<file path="config.mk">
export PLATFORM = sky130hd
export DESIGN_NAME = apb_master_fsm
export DESIGN_NICKNAME = d
export VERILOG_FILES = /design/src/rtl/apb_bridge_pkg.sv /design/src/rtl/apb_master_fsm.sv
export SDC_FILE = /design/constraint.sdc
export NUM_CORES = 1
export LEC_CHECK = 0
export CAP_MARGIN = 30
export CORE_UTILIZATION = 40
export CTS_BUF_LIST = sky130_fd_sc_hd__clkbuf_8
export DETAILED_ROUTE_END_ITERATION = 10
export PLACE_DENSITY = 0.86
export SETUP_SLACK_MARGIN = 0.1
export SLEW_MARGIN = 20
export SYNTH_ARGS = -nofsm -noshare
export SYNTH_HDL_FRONTEND = slang
export SYNTH_SLANG_ARGS = --single-unit
</file>
<file path="constraint.sdc">
create_clock -name clk -period 3.02 [get_ports clk]
set_input_delay 0.453 -clock clk [delete_from_list [all_inputs] [get_ports clk]]
set_output_delay 0.453 -clock clk [all_outputs]
set_load 0.01 [all_outputs]
</file>
<file path="src/rtl/apb_bridge_pkg.sv">
// ----------------------------------------------------------------------------
// apb_bridge_pkg
//   Shared types and defaults for the APB bridge blocks.
//   - APB_ADDR_W / APB_DATA_W : default APB address / data widths
//   - apb_state_e             : APB master transfer phases
// ----------------------------------------------------------------------------
package apb_bridge_pkg;

    localparam int APB_ADDR_W = 32;
    localparam int APB_DATA_W = 32;

    typedef enum logic [1:0] {
        S_IDLE   = 2'd0,
        S_SETUP  = 2'd1,
        S_ACCESS = 2'd2
    } apb_state_e;

endpackage

</file>
<file path="src/rtl/apb_master_fsm.sv">
// ----------------------------------------------------------------------------
// apb_master_fsm
//   APB master that runs one transfer per grant from an upstream arbiter.
//   Writes win when both grants are high. Everything advances only on clk
//   edges where p_clk_en is high, so the APB side can run at a divided rate.
//
// Ports
//   clk, reset_n          : system clock, async active-low reset
//   p_clk_en              : APB clock enable
//   w_grant/w_addr/w_data/w_strb : granted write request
//   r_grant/r_addr        : granted read request
//   done                  : transfer completes this APB cycle (to arbiter)
//   w_resp_valid/r_resp_valid/resp_err/r_data : one-clk response
//   psel..pprot           : APB requester outputs
//   pready/pslverr/prdata : APB completer response
// ----------------------------------------------------------------------------
module apb_master_fsm
    import apb_bridge_pkg::*;
#(
    parameter int          ADDR_W    = APB_ADDR_W,
    parameter int          DATA_W    = APB_DATA_W,
    parameter logic [2:0]  PPROT_VAL = 3'b000
) (
    input  logic                clk,
    input  logic                reset_n,
    input  logic                p_clk_en,

    input  logic                w_grant,
    input  logic                r_grant,
    input  logic [ADDR_W-1:0]   w_addr,
    input  logic [DATA_W-1:0]   w_data,
    input  logic [DATA_W/8-1:0] w_strb,
    input  logic [ADDR_W-1:0]   r_addr,

    output logic                done,
    output logic                w_resp_valid,
    output logic                r_resp_valid,
    output logic                resp_err,
    output logic [DATA_W-1:0]   r_data,

    output logic                psel,
    output logic                penable,
    output logic                pwrite,
    output logic [ADDR_W-1:0]   paddr,
    output logic [DATA_W-1:0]   pwdata,
    output logic [DATA_W/8-1:0] pstrb,
    output logic [2:0]          pprot,

    input  logic                pready,
    input  logic                pslverr,
    input  logic [DATA_W-1:0]   prdata
);

    apb_state_e state;

    // State and payload registers. The payload is captured only when leaving
    // S_IDLE, which keeps it stable across SETUP and all ACCESS wait states.
    always_ff @(posedge clk or negedge reset_n) begin
        if (!reset_n) begin
            state  <= S_IDLE;
            pwrite <= 1'b0;
            paddr  <= '0;
            pwdata <= '0;
            pstrb  <= '0;
        end else if (p_clk_en) begin
            case (state)
                S_IDLE: begin
                    if (w_grant) begin
                        state  <= S_SETUP;
                        pwrite <= 1'b1;
                        paddr  <= w_addr;
                        pwdata <= w_data;
                        pstrb  <= w_strb;
                    end else if (r_grant) begin
                        state  <= S_SETUP;
                        pwrite <= 1'b0;
                        paddr  <= r_addr;
                        pwdata <= '0;
                        pstrb  <= '0;
                    end
                end
                S_SETUP:  state <= S_ACCESS;
                // Going back to S_IDLE on completion guarantees an idle APB
                // cycle before the next SETUP, even with the grant still high.
                S_ACCESS: if (pready) state <= S_IDLE;
                default:  state <= S_IDLE;
            endcase
        end
    end

    // Control decoded straight from the state register so that reset drops
    // psel/penable at once, without waiting for an edge.
    assign psel    = (state != S_IDLE);
    assign penable = (state == S_ACCESS);
    assign pprot   = PPROT_VAL;

    // done is level-valid for the whole completing APB cycle; the response
    // pulses are qualified with p_clk_en so they are exactly one clk wide.
    assign done         = (state == S_ACCESS) & pready;
    assign w_resp_valid = done & p_clk_en & pwrite;
    assign r_resp_valid = done & p_clk_en & ~pwrite;
    assign resp_err     = pslverr;
    assign r_data       = prdata;

endmodule

</file>
==> flow_metrics.tcl <==
set metrics [dict create \
    netlist_instances 311 \
    multi_input_area_sq_um 1448 \
    cpMostUsedCell "clkdlybuf4s50_1" \
    fmax_mhz 440.1 \
    drv_cap 0 \
    clkTransAtPathRegs_ns 0.08 \
    wire_per_inst_microns 15.37 \
    timing.slew.headroom_pct 47.33 \
    min_period_ns 2.272 \
    drc_errors 0 \
    ys_seq_area_share_pct 46.86 \
    drtAntennaViolNets 0 \
    cts-buffers-inserted 9 \
    io_buffers 179 \
    dp_cells 554 \
    grt_max_degree 72 \
    hp-class "in -> async" \
    grt_antenna_before_repair 0 \
    rows 35 \
    ys_seq_elements 71 \
    grt_pass1_wl_microns 13700 \
    synth_edf_count 0 \
    startpoint "pready" \
    setup_viol 0 \
    gp_congestion 0.7740 \
    track_usage_pct 17.92 \
    fillers 750 \
    ys_types 22 \
    dp_hpwl_microns 6401 \
    core_area_sq_um 9196 \
    path_class "in -> out" \
    postCtsSetupBuffers 0 \
    peakVddDrop_v 0.0003960 \
    timing.rr.start "state[1]" \
    synthDominantCellAreaShare_pct 46.86 \
    crit_path_end_kind "output port" \
    num_vias 2655 \
    diodes 0 \
    clock-sinks 71 \
    yosysMostFrequentCell "dfrtp_1" \
    tightest_slew_ns 0.7901 \
    ctsHoldBuffers 0 \
    htreeDepth 3 \
    dr.pass1.iters 4 \
    timing.final.crit_share_pct 75.24 \
    fin_setup_tns_ns 0 \
    synth_common_cells "71 x dfrtp_1, 38 x buf_4, 38 x nand2_1, 37 x inv_1, 36 x mux2i_1" \
    synth_area_sq_um 3791 \
    synthToLayoutAreaGrowth_pct 46.80 \
    rsz0062_at_grt "false" \
    cpMaxStageDelayCell "clkdlybuf4s50_1" \
    yosysWarnings 0 \
    grt_pass1_vias 2820 \
    via_per_inst 4.650 \
    path_cells "clkdlybuf4s50_1 > and3b_1 > and3_1 > clkdlybuf4s50_1" \
    slowest_delay_ns 0.53 \
    dr.first_iter.drc_count 49 \
    ys_async_sr_fraction_pct 100.0 \
    status "finished clean" \
    fin_skew_ns 0.01092 \
    die_x_microns 99.36 \
    layout-drive-gt1-share_pct 19.13 \
    grt_remaining_overflow 0 \
    power_mw 4.903 \
    setup.worst_path.start_class "primary input" \
    root_buffer "clkbuf_8" \
    ios 249 \
    powerDensity_nw_per_um2 881.0 \
    drt_wl_total_microns 8776 \
    p_leak_nw 2.436 \
    cp_data_required_time_ns 2.57 \
    path_max_fanout 3 \
    netlist_top_cells_area "dfrtp_1 47%, mux2_4 13%, mux2i_1 9.5%" \
    synth_area_per_cell_sq_um 12.19 \
    cts_buffer_depth 2 \
    cts_resized 0 \
    regArea_sq_um 1777 \
    nets 594 \
    cts_tree "yes" \
    dieArea_sq_um 9871 \
    initial_core_util_pct 41.22 \
    arrival_ns 1.82 \
    hold_violations 0 \
    ys.flop_type "dfrtp_1" \
    fp.dieH_microns 99.36 \
    yosys.area.top_type "dfrtp_1" \
    stdcell_count 571 \
    final-max-slew-violation-count 0 \
    insertion_delay_ns 0.33 \
]
## stage by stage
| step | util, % | hold WS (ns) | setup WS [ns] | instance area [sq um] |
|---|---|---|---|---|
| 3_5_place_dp | 57.86 | 0.4927 | 0.6867 | 5321 |
| 4_1_cts | 60.30 | 0.2632 | 0.7501 | 5545 |
| 5_1_grt | 60.52 | 0.04660 | 0.7140 | 5565 |
| 2_1_floorplan | - | 0.1574 | 1.528 | 3799 |
| 3_3_place_gp | 57.86 | 0.4975 | 0.7541 | 5321 |
| 6_report | 60.52 | 0.03386 | 0.7477 | 5565 |
## power breakdown
group          internal [mW]  total, mW  switching [mW]
sequential              1.43       1.74           0.305
clock                  0.504      0.843           0.339
combinational           1.49       2.32           0.830
## critical path, delay by kind of cell
family / cells / cell delay (ns)
AND/OR/NAND/NOR: 2 / 0.35
buffers and inverters: 2 / 1.01
## per-layer routing
metal	vias to the layer above	share of wire [%]	GRT usage [%]
li1	1245	-	-
met2	125	51	31.78
met4	0	2.7	8.258
met5	-	0	0
met3	29	6.9	4.146
met1	1256	40	20.49
## logic make-up (layout without fill, tap and decap cells)
group / count (synthesis) / count (layout) / share of synthesized area, %
AO/OA/AOI/OAI: 3 / 3 / 0.4621
buffers and inverters: 89 / 236 / 15.31
multiplexers: 101 / 101 / 32.08
flip-flops: 71 / 71 / 46.86
AND/OR/NAND/NOR: 46 / 46 / 5.182
other: 1 / 3 / 0.09891
## path summary, 6_finish.rpt
kind	endpoint	cells after the start	slack [ns]
max reg2reg	paddr[28]	4	1.23
min reg2reg	paddr[23]	1	0.52
min in group clk	paddr[23]	1	0.52
min	paddr[13]	1	0.03
max in group asynchronous	pwdata[0]	2	2.42
max	w_resp_valid	4	0.75
## cell type report
| type | instances | area share [%] |
|---|---|---|
| multi-input combinational | 153 | 26.01 |
| timing repair buffer | 183 | 33.05 |
| clock buffer | 11 | 2.720 |
| clock inverter | 5 | 1.304 |
| inverter | 37 | 2.495 |
| sequential | 71 | 31.92 |
| tap | 111 | 2.495 |
## cells in the final DEF, fill, tap and decap left out
cell,netlist,layout
and3_1,1,1
and3b_1,1,1
buf_12,3,2
buf_2,5,1
buf_4,38,3
bufinv_16,0,2
clkbuf_8,0,11
clkdlybuf4s50_1,0,177
clkinv_2,0,1
conb_1,1,3
dfrtp_1,71,71
inv_1,37,39
mux2_2,32,32
mux2_4,33,33
mux2i_1,36,36
nand2_1,38,38
nand2b_1,1,1
nor2_1,1,1
nor2_2,1,1
nor2b_1,1,1
nor3_4,0,1
o21ai_0,2,2
o21bai_1,1,1
or2_2,1,1
## registers in the layout (all words and copies together), names as in the netlist
register and cells:
pwdata 32, paddr 32, pstrb 4, state 2, pwrite 1
(Power assumes the default switching activity.)
